--- src/rtl/vga_timing_gen.sv ---
`default_nettype none
// ============================================================================
// Module      : vga_timing_gen
// Description : 640x480@60 Hz VGA raster timing generator. Divides the system
//               clock into a pixel enable, runs the horizontal/vertical raster
//               counters, decodes the active-video window and drives the
//               DAC-facing pins through one aligned register stage with
//               blanking applied.
// Revision    : 1.0 - initial release
// ----------------------------------------------------------------------------
// Optional feature macro: VGA_FRAME_COUNT_EN
//    When defined, adds an 8-bit free-running frame counter output
//    (frame_count) that increments with every frame_start pulse.
// ----------------------------------------------------------------------------
// Ports:
//    clk          in   1  system clock
//    reset        in   1  synchronous, active-high reset
//    h_counter    out 10  current pixel column, 0..H_TOTAL-1
//    v_counter    out 10  current line, 0..V_TOTAL-1
//    video_on     out  1  current counters lie in the visible area
//    pix_tick     out  1  one-clk pixel enable, period CLK_DIV
//    frame_start  out  1  one-clk pulse when the raster wraps to (0,0)
//    R_in/G_in/B_in in 8  colour for the current counters
//    VGA_R/G/B    out  8  registered, blanked colour
//    VGA_HS       out  1  registered hsync, active low
//    VGA_VS       out  1  registered vsync, active low
//    VGA_BLANK_N  out  1  registered video_on
//    VGA_CLK      out  1  registered pix_tick
//    frame_count  out  8  frame counter (only with VGA_FRAME_COUNT_EN)
// ============================================================================
module vga_timing_gen #(
   parameter int CLK_DIV   = 2,
   parameter int H_VISIBLE = 640,
   parameter int H_FRONT   = 16,
   parameter int H_SYNC    = 96,
   parameter int H_BACK    = 48,
   parameter int V_VISIBLE = 480,
   parameter int V_FRONT   = 10,
   parameter int V_SYNC    = 2,
   parameter int V_BACK    = 33
) (
   input  logic       clk,
   input  logic       reset,
   output logic [9:0] h_counter,
   output logic [9:0] v_counter,
   output logic       video_on,
   output logic       pix_tick,
   output logic       frame_start,
   input  logic [7:0] R_in,
   input  logic [7:0] G_in,
   input  logic [7:0] B_in,
   output logic [7:0] VGA_R,
   output logic [7:0] VGA_G,
   output logic [7:0] VGA_B,
   output logic       VGA_HS,
   output logic       VGA_VS,
   output logic       VGA_BLANK_N,
   output logic       VGA_CLK
`ifdef VGA_FRAME_COUNT_EN
   ,
   output logic [7:0] frame_count
`endif
);

   // ------------------------------------------------------------------------
   // Derived constants
   // ------------------------------------------------------------------------
   localparam int H_TOTAL = H_VISIBLE + H_FRONT + H_SYNC + H_BACK;
   localparam int V_TOTAL = V_VISIBLE + V_FRONT + V_SYNC + V_BACK;

   // A divide-by-1 still needs a one-bit counter so the compare stays legal.
   localparam int DIV_W = (CLK_DIV > 1) ? $clog2(CLK_DIV) : 1;

   localparam logic [DIV_W-1:0] DIV_LAST = DIV_W'(CLK_DIV - 1);
   localparam logic [DIV_W-1:0] DIV_ONE  = DIV_W'(1);

   localparam logic [9:0] H_LAST   = 10'(H_TOTAL - 1);
   localparam logic [9:0] V_LAST   = 10'(V_TOTAL - 1);
   localparam logic [9:0] H_VIS    = 10'(H_VISIBLE);
   localparam logic [9:0] V_VIS    = 10'(V_VISIBLE);
   localparam logic [9:0] HS_START = 10'(H_VISIBLE + H_FRONT);
   localparam logic [9:0] HS_END   = 10'(H_VISIBLE + H_FRONT + H_SYNC - 1);
   localparam logic [9:0] VS_START = 10'(V_VISIBLE + V_FRONT);
   localparam logic [9:0] VS_END   = 10'(V_VISIBLE + V_FRONT + V_SYNC - 1);

   // ------------------------------------------------------------------------
   // Stage-0 state: divider, pixel enable, raster counters, frame pulse
   // ------------------------------------------------------------------------
   logic [DIV_W-1:0] div_q,         div_d;
   logic             pix_tick_q,    pix_tick_d;
   logic [9:0]       h_q,           h_d;
   logic [9:0]       v_q,           v_d;
   logic             frame_start_q, frame_start_d;

   // ------------------------------------------------------------------------
   // Stage-1 state: DAC-facing pins
   // ------------------------------------------------------------------------
   logic [7:0]       r_q,           r_d;
   logic [7:0]       g_q,           g_d;
   logic [7:0]       b_q,           b_d;
   logic             hs_q,          hs_d;
   logic             vs_q,          vs_d;
   logic             blank_n_q,     blank_n_d;
   logic             vga_clk_q,     vga_clk_d;

   // ------------------------------------------------------------------------
   // Combinational decode of the current raster position
   // ------------------------------------------------------------------------
   logic line_end;
   logic frame_end;
   logic video_on_w;
   logic hsync_win;
   logic vsync_win;

   assign line_end   = (h_q == H_LAST);
   assign frame_end  = line_end && (v_q == V_LAST);
   assign video_on_w = (h_q < H_VIS) && (v_q < V_VIS);

   // Sync windows are decoded from the counter registers themselves, so they
   // always see post-wrap values and cannot glitch across a wrap.
   assign hsync_win  = (h_q >= HS_START) && (h_q <= HS_END);
   assign vsync_win  = (v_q >= VS_START) && (v_q <= VS_END);

   // ------------------------------------------------------------------------
   // Next-state logic
   // ------------------------------------------------------------------------
   always_comb begin
      div_d         = div_q;
      pix_tick_d    = 1'b0;
      h_d           = h_q;
      v_d           = v_q;
      frame_start_d = 1'b0;

      // Divider wraps at CLK_DIV-1; the enable is registered so it appears in
      // the cycle after the terminal count.
      if (div_q == DIV_LAST) begin
         div_d      = '0;
         pix_tick_d = 1'b1;
      end else begin
         div_d      = div_q + DIV_ONE;
      end

      // Raster advances only on pixel-enable cycles. Line-end and frame-end
      // wraps take effect on the same edge.
      if (pix_tick_q) begin
         if (line_end) begin
            h_d = '0;
            if (v_q == V_LAST) begin
               v_d = '0;
            end else begin
               v_d = v_q + 10'd1;
            end
         end else begin
            h_d = h_q + 10'd1;
         end
      end

      // Raised on the wrap edge, so it is high in the first (0,0) cycle.
      frame_start_d = pix_tick_q && frame_end;
   end

   always_comb begin
      r_d       = 8'h00;
      g_d       = 8'h00;
      b_d       = 8'h00;
      hs_d      = ~hsync_win;
      vs_d      = ~vsync_win;
      blank_n_d = video_on_w;
      vga_clk_d = pix_tick_q;

      if (video_on_w) begin
         r_d = R_in;
         g_d = G_in;
         b_d = B_in;
      end
   end

   // ------------------------------------------------------------------------
   // State registers
   // ------------------------------------------------------------------------
   always_ff @(posedge clk) begin
      if (reset) begin
         div_q         <= '0;
         pix_tick_q    <= 1'b0;
         h_q           <= '0;
         v_q           <= '0;
         frame_start_q <= 1'b0;
         r_q           <= 8'h00;
         g_q           <= 8'h00;
         b_q           <= 8'h00;
         hs_q          <= 1'b1;
         vs_q          <= 1'b1;
         blank_n_q     <= 1'b0;
         vga_clk_q     <= 1'b0;
      end else begin
         div_q         <= div_d;
         pix_tick_q    <= pix_tick_d;
         h_q           <= h_d;
         v_q           <= v_d;
         frame_start_q <= frame_start_d;
         r_q           <= r_d;
         g_q           <= g_d;
         b_q           <= b_d;
         hs_q          <= hs_d;
         vs_q          <= vs_d;
         blank_n_q     <= blank_n_d;
         vga_clk_q     <= vga_clk_d;
      end
   end

   // ------------------------------------------------------------------------
   // Optional frame counter for screen blink/animation
   // ------------------------------------------------------------------------
`ifdef VGA_FRAME_COUNT_EN
   logic [7:0] frame_count_q, frame_count_d;

   always_comb begin
      frame_count_d = frame_count_q;
      if (frame_start_d) begin
         frame_count_d = frame_count_q + 8'd1;
      end
   end

   always_ff @(posedge clk) begin
      if (reset) begin
         frame_count_q <= 8'h00;
      end else begin
         frame_count_q <= frame_count_d;
      end
   end

   assign frame_count = frame_count_q;
`endif

   // ------------------------------------------------------------------------
   // Outputs
   // ------------------------------------------------------------------------
   assign h_counter   = h_q;
   assign v_counter   = v_q;
   assign video_on    = video_on_w;
   assign pix_tick    = pix_tick_q;
   assign frame_start = frame_start_q;
   assign VGA_R       = r_q;
   assign VGA_G       = g_q;
   assign VGA_B       = b_q;
   assign VGA_HS      = hs_q;
   assign VGA_VS      = vs_q;
   assign VGA_BLANK_N = blank_n_q;
   assign VGA_CLK     = vga_clk_q;

endmodule

`default_nettype wire

--- config.mk ---
export PLATFORM = sky130hd
export DESIGN_NAME = vga_timing_gen
export DESIGN_NICKNAME = d
export VERILOG_FILES = /design/src/rtl/vga_timing_gen.sv
export SDC_FILE = /design/constraint.sdc
export NUM_CORES = 1
export LEC_CHECK = 0
export CELL_PAD_IN_SITES_DETAIL_PLACEMENT = 0
export CELL_PAD_IN_SITES_GLOBAL_PLACEMENT = 1
export CORE_MARGIN = 8
export CORE_UTILIZATION = 35
export CTS_BUF_LIST = sky130_fd_sc_hd__clkbuf_4
export DETAILED_ROUTE_END_ITERATION = 7
export PLACE_DENSITY_LB_ADDON = 0.25
export SLEW_MARGIN = 20
export SYNTH_ARGS = -nofsm -noshare
export SYNTH_HDL_FRONTEND = slang
export SYNTH_SLANG_ARGS = --single-unit
--- constraint.sdc ---
create_clock -name clk -period 2.4 [get_ports clk]
set_input_delay 0.48 -clock clk [delete_from_list [all_inputs] [get_ports clk]]
set_output_delay 0.48 -clock clk [all_outputs]
set_load 0.05 [all_outputs]
==> impl_metrics.env, run 1 <==
export IMPL_gp_congestion=0.7554
export IMPL_cts_buffer_depth=2
export IMPL_critPathSlowestCell="clkdlybuf4s50_1"
export IMPL_cts_sinks=51
export IMPL_grt_overflow=0
export IMPL_reg2reg_from="pix_tick"
export IMPL_arrival_ns=1.79
export IMPL_vias_per_cell=4.606
export IMPL_critPathLaunchType="flop"
export IMPL_skew_ns=0.009648
export IMPL_final_core_util_pct=53.97
export IMPL_fmax_ghz=0.4414
export IMPL_end_kind="output port"
export IMPL_area_growth_synth_to_final_pct=48.95
export IMPL_die_w_um=88.72
export IMPL_crit_end="pix_tick"
export IMPL_yosysWarnings=0
export IMPL_critical_path_cell_chain="clkdlybuf4s50_1"
export IMPL_rr_worst_depth=4
export IMPL_r2r_setup_slack_ns=0.27
export IMPL_coreArea_sq_um=5107
export IMPL_cts_inserted_buffers=5
export IMPL_netlist_top_cell_by_area="dfxtp_1"
export IMPL_layout_drive_gt1_share_pct=5.660
export IMPL_path_buf_inv=1
export IMPL_grt_pass1_vias=1502
export IMPL_yosys_top_cells_area="dfxtp_1 (55%), and2_1 (8.1%), nor2_1 (3.2%)"
export IMPL_slew_headroom_pct=64.53
export IMPL_clkTransAtPathRegs_ns=0.14
export IMPL_setup_viol=0
export IMPL_drcViolationCount=0
export IMPL_dp_hpwl_um=3508
export IMPL_routed_wirelength_um=4717
export IMPL_initial_core_util_pct=36.23
export IMPL_min_path_type="flop to flop"
export IMPL_crit_type="flop to output port"
export IMPL_post_cts_buffers=0
export IMPL_status="finished, final reports clean"
export IMPL_grt_pass1_wl_um=7493
export IMPL_critPathMaxFanout=9
export IMPL_num_fill_cells=504
export IMPL_ant_nets=0
export IMPL_cp_data_required_time_ns=1.92
export IMPL_ys_seq_elements=51
export IMPL_die_area_sq_um=7870
export IMPL_slew_viol_final=0
export IMPL_antenna_cells=0
export IMPL_synthesis_area_sq_um=1851
export IMPL_num_io_pins=77
export IMPL_ys_types=31
export IMPL_dpl_instance_area_sq_um=2675
export IMPL_seq_area_frac_synth_pct=55.17
export IMPL_startpoint="pix_tick"
export IMPL_regToRegEndpoint="v_counter[8]"
export IMPL_synth_nets=216
export IMPL_cts_root_buf="clkbuf_4"
export IMPL_cts_tree="done"
export IMPL_fp_dieH_um=88.72
export IMPL_clock_latency_ns=0.37
export IMPL_grtUsageTotal_pct=12.27
export IMPL_wl_per_cell_um=14.08
export IMPL_synth_avg_cell_area_sq_um=9.949
export IMPL_fin_setup_tns_ns=0
export IMPL_vdd_drop_max_mv=0.3068
export IMPL_slowest_delay_ns=0.88
export IMPL_drtIter0Drc=53
export IMPL_post_cts_resized=0
export IMPL_synth_top_area_share_pct=55.17
export IMPL_fin_nets=294
export IMPL_leakagePower_nw=0.9784
export IMPL_first_pass_iters=5
export IMPL_cts_max_level=2
export IMPL_cp_top_family="buffers and inverters"
export IMPL_power_density_nw_per_um2=579.3
export IMPL_rsz0062_at_grt="no"
export IMPL_vias=1543
export IMPL_crit_cells=1
export IMPL_fin_crit_sh_pct=94.40
export IMPL_tightest_slew_ns=0.5305
export IMPL_final_hold_viol_count=0
export IMPL_fin_area_sq_um=2756
export IMPL_period_minus_slack_ns=2.266
export IMPL_holdBufCountCts=0
export IMPL_synth_cells=186
export IMPL_drv_cap=0
export IMPL_port_buffer_count=76
export IMPL_grt_antenna_before_repair=0
export IMPL_grt_max_degree=26
export IMPL_placementRows=26
==> flip-flops by register name, indices dropped and copies added, names as in the netlist <==
signal and flops:
VGA_HS 1, VGA_R 8, v_counter 10, pix_tick 1
VGA_VS 1, VGA_B 8, VGA_BLANK_N 1, frame_start 1
div_q 1, h_counter 10, VGA_G 8, VGA_CLK 1
==> synth_stat cells, drive strengths merged <==
| cell type | n |
|---|---|
| o21ai | 5 |
| and4 | 3 |
| and2 | 24 |
| xnor2 | 5 |
| nand2 | 7 |
| dfxtp | 51 |
| inv | 7 |
| or4 | 5 |
| ha | 4 |
| nand4 | 10 |
| nand2b | 1 |
| and3b | 1 |
| nor3 | 5 |
| nand4bb | 1 |
| o21bai | 1 |
| or2 | 1 |
| nor2b | 2 |
| nand3 | 6 |
| and3 | 1 |
| or3 | 3 |
| o31ai | 5 |
| buf | 2 |
| mux2i | 1 |
| nor4 | 1 |
| xor2 | 5 |
| nor2 | 16 |
| a21oi | 9 |
| clkbuf | 4 |
==> through the flow <==
| stage | power (W) | setup WS (ns) | std cells | hold WS [ns] |
|---|---|---|---|---|
| after floorplan | 0.001023 | 0.3961 | 186 | 0.3845 |
| after global placement | 0.001121 | 0.4394 | 327 | 0.3917 |
| after detailed placement | 0.001122 | 0.2983 | 327 | 0.3960 |
| after CTS | 0.001617 | 0.1190 | 335 | 0.4151 |
| after global routing | 0.001675 | 0.06162 | 335 | 0.4514 |
| final | 0.001597 | 0.1343 | 335 | 0.4155 |
==> power by group <==
part | internal (W) | total, W | switching (W)
Clock | 0.000220 | 0.000496 | 0.000276
Combinational | 0.0000921 | 0.000217 | 0.000124
Sequential | 0.000874 | 0.000884 | 0.0000110
Total | 0.00119 | 0.00160 | 0.000411
==> logic make-up after synthesis <==
| group | after synthesis | synth area share, % |
|---|---|---|
| simple gates | 87 | 27.18 |
| flops | 51 | 55.17 |
| compound gates | 20 | 6.423 |
| buf+inv | 13 | 3.246 |
| xor+xnor | 10 | 4.733 |
| fa+ha+maj | 4 | 2.705 |
| mux | 1 | 0.5409 |
==> layout make-up <==
class | instances | area, sq um | area share, %
sequential | 51 | 1021 | 37.04
multi-input combinational | 122 | 774.5 | 28.10
timing repair buffer | 77 | 765.7 | 27.78
tap | 70 | 87.58 | 3.177
clock inverter | 3 | 43.79 | 1.589
clock buffer | 5 | 37.54 | 1.362
inverter | 7 | 26.28 | 0.9532
==> how the worst min path moves through the flow <==
stage                     start  endpoint  slack [ns]  depth (start not counted)
after global placement    div_q     div_q        0.39                          1
after floorplan           div_q     div_q        0.38                          1
after CTS                 div_q     div_q        0.42                          1
after global routing      div_q     div_q        0.45                          1
final                     div_q     div_q        0.42                          1
after detailed placement  div_q     div_q        0.40                          1
==> metal layers <==
layer / share of wire (%) / vias up / track usage [%]
li1: - / 792 / -
met1: 41 / 706 / 13.95
met2: 49 / 43 / 19.74
met3: 9.4 / 2 / 5.942
met4: 0.51 / 0 / 3.687
met5: 0 / - / 0
==> cell usage in the layout (no fill, tap or decap), types with 6 or more instances in the layout <==
cell type / count
clkdlybuf4s50_1: 75
dfxtp_1: 51
and2_1: 24
nor2_1: 16
nand4_1: 9
a21oi_1: 9
inv_1: 7
nand2_1: 7
nand3_1: 6
No activity file was read; power rests on OpenSTA's default activity.
==> inputs of run 2 (changes only) <==
--- a/config.mk
+++ b/config.mk
@@ -5,14 +5,15 @@
 export SDC_FILE = /design/constraint.sdc
 export NUM_CORES = 1
 export LEC_CHECK = 0
+export ABC_AREA = 0
 export CELL_PAD_IN_SITES_DETAIL_PLACEMENT = 0
 export CELL_PAD_IN_SITES_GLOBAL_PLACEMENT = 1
 export CORE_MARGIN = 8
-export CORE_UTILIZATION = 35
-export CTS_BUF_LIST = sky130_fd_sc_hd__clkbuf_4
+export CORE_UTILIZATION = 33
 export DETAILED_ROUTE_END_ITERATION = 7
 export PLACE_DENSITY_LB_ADDON = 0.25
 export SLEW_MARGIN = 20
 export SYNTH_ARGS = -nofsm -noshare
 export SYNTH_HDL_FRONTEND = slang
 export SYNTH_SLANG_ARGS = --single-unit
+export TNS_END_PERCENT = 50
==> run 2 against run 1 <==
Cell area up 1.4%. Critical path type unchanged. Non-clock buffer count did not move. Via count decreased by 0.26%. Largest power group unchanged. Count of clock-buffer cells in the layout increased by 1.
==> impl_metrics.env, run 2 (synthesis results as in run 1) <==
export IMPL_grtUsageTotal_pct=11.73
export IMPL_cts_max_level=2
export IMPL_multi_input_comb_area_sq_um=774.5
export IMPL_clock_power_share_pct=35.5
export IMPL_grt_max_degree=26
export IMPL_fmax_ghz=0.4627
export IMPL_crit_type="flop to output port"
export IMPL_vias=1539
export IMPL_holdBufCountCts=0
export IMPL_grt_overflow=0
export IMPL_gp_congestion=0.7660
export IMPL_critPathSlowestCell="clkdlybuf4s50_1"
export IMPL_critPathMaxFanout=9
export IMPL_vdd_drop_max_mv=0.3624
export IMPL_clock_latency_ns=0.29
export IMPL_cts_tree="done"
export IMPL_routed_wirelength_um=4625
export IMPL_grt_pass1_vias=1617
export IMPL_cp_data_required_time_ns=1.92
export IMPL_critical_path_cell_chain="clkdlybuf4s50_1"
export IMPL_fin_nets=294
export IMPL_drv_cap=0
export IMPL_antenna_cells=0
export IMPL_initial_core_util_pct=33.81
export IMPL_clkTransAtPathRegs_ns=0.09
export IMPL_regArea_sq_um=1021
export IMPL_skew_ns=0.005220
export IMPL_cts_sinks=51
export IMPL_slowest_delay_ns=0.89
export IMPL_post_cts_buffers=0
export IMPL_cts_root_buf="clkbuf_8"
export IMPL_cts_inserted_buffers=5
export IMPL_tightest_slew_ns=0.5406
export IMPL_die_area_sq_um=8260
export IMPL_ant_nets=0
export IMPL_drtIter0Drc=79
export IMPL_fin_setup_tns_ns=0
export IMPL_grt_pass1_wl_um=7810
export IMPL_cp_top_family="buffers and inverters"
export IMPL_slew_headroom_pct=63.85
export IMPL_power_switching_w=0.0004055
export IMPL_first_pass_iters=4
export IMPL_final_cell_mix="clkdlybuf4s50_1 (75), dfxtp_1 (51), and2_1 (24)"
export IMPL_power_density_nw_per_um2=610.8
export IMPL_critPathLaunchType="flop"
export IMPL_final_core_util_pct=51.07
export IMPL_p_int_w=0.001302
export IMPL_combPwrFrac_pct=12.8
export IMPL_rsz0062_at_grt="no"
export IMPL_num_io_pins=77
export IMPL_wl_per_cell_um=13.72
export IMPL_slew_viol_final=0
export IMPL_die_w_um=90.89
export IMPL_final_common_cell="clkdlybuf4s50_1"
export IMPL_area_growth_synth_to_final_pct=51.05
export IMPL_hold_ws_ns=0.4073
export IMPL_p_sw_share_pct=23.75
export IMPL_num_fill_cells=524
export IMPL_period_minus_slack_ns=2.161
export IMPL_arrival_ns=1.68
export IMPL_port_buffer_count=76
export IMPL_post_cts_resized=0
export IMPL_layout_drive_gt1_share_pct=5.660
export IMPL_leakagePower_nw=0.9945
export IMPL_min_path_type="flop to flop"
export IMPL_cts_buffer_depth=2
export IMPL_coreArea_sq_um=5473
export IMPL_end_kind="output port"
export IMPL_placementRows=27
export IMPL_seqPwrFrac_pct=51.7
export IMPL_grt_antenna_before_repair=0
export IMPL_fin_crit_sh_pct=90.05
export IMPL_drcViolationCount=0
export IMPL_path_buf_inv=1
export IMPL_dp_hpwl_um=3519
export IMPL_vias_per_cell=4.567
export IMPL_final_hold_viol_count=0
export IMPL_setup_viol=0
export IMPL_fp_dieH_um=90.89
export IMPL_status="finished, final reports clean"
==> run 2: cell types whose count changed in the layout (fill, tap and decap cells not counted), sizes merged <==
cell,before,now
clkbuf,5,6
clkinv,2,1
==> run 2: through the flow <==
step | area, sq um | instances | power, W | worst slack [ns]
2_1_floorplan | 1851 | 186 | 0.001023 | 0.3961
3_3_place_gp | 2678 | 329 | 0.001123 | 0.4132
6_report | 2795 | 337 | 0.001707 | 0.2389
4_1_cts | 2795 | 337 | 0.001736 | 0.2030
5_1_grt | 2795 | 337 | 0.001796 | 0.1371
3_5_place_dp | 2678 | 329 | 0.001123 | 0.3981
==> run 2: path summary, 6_finish.rpt <==
check                               from           end  slack (ns)  cells past startpoint
worst max-delay path            pix_tick      pix_tick        0.24                      1
worst min-delay path               div_q         div_q        0.41                      1
worst min register to register     div_q         div_q        0.41                      1
worst max register to register  pix_tick  v_counter[6]        0.39                      4
==> run 2: metal layers <==
metal / share of wire, % / GRT usage (%) / wire length [um] / up-vias
li1: - / - / - / 788
met1: 46 / 14.09 / 2105 / 699
met2: 43 / 17.17 / 1989 / 48
met3: 11 / 5.902 / 490 / 4
met4: 0.86 / 5.048 / 40 / 0
met5: 0 / 0 / 0 / -
==> run 2: power groups by stage <==
stage	clock network, W	registers [W]	logic (W)
after floorplan	0	0.000992	0.0000314
after global placement	0	0.000902	0.000221
after detailed placement	0	0.000903	0.000220
after CTS	0.000632	0.000884	0.000221
after global routing	0.000678	0.000887	0.000230
final	0.000606	0.000883	0.000218
==> run 2: final cells by class <==
cell class                      count  share of cell area (%)
Clock inverter                      2                   1.253
Multi-Input combinational cell    122                   27.71
Inverter                            7                  0.9400
Timing Repair Buffer               77                   27.39
Tap cell                           72                   3.223
Clock buffer                        6                   2.954
Sequential cell                    51                   36.53
==> run 2: worst register-to-register path: cells and delay by family, from the launching register on <==
kind	cells	cell delay, ns
DFF	1	0.50
AOI/OAI and AO/OA	1	0.14
and+or+nand+nor	3	1.30
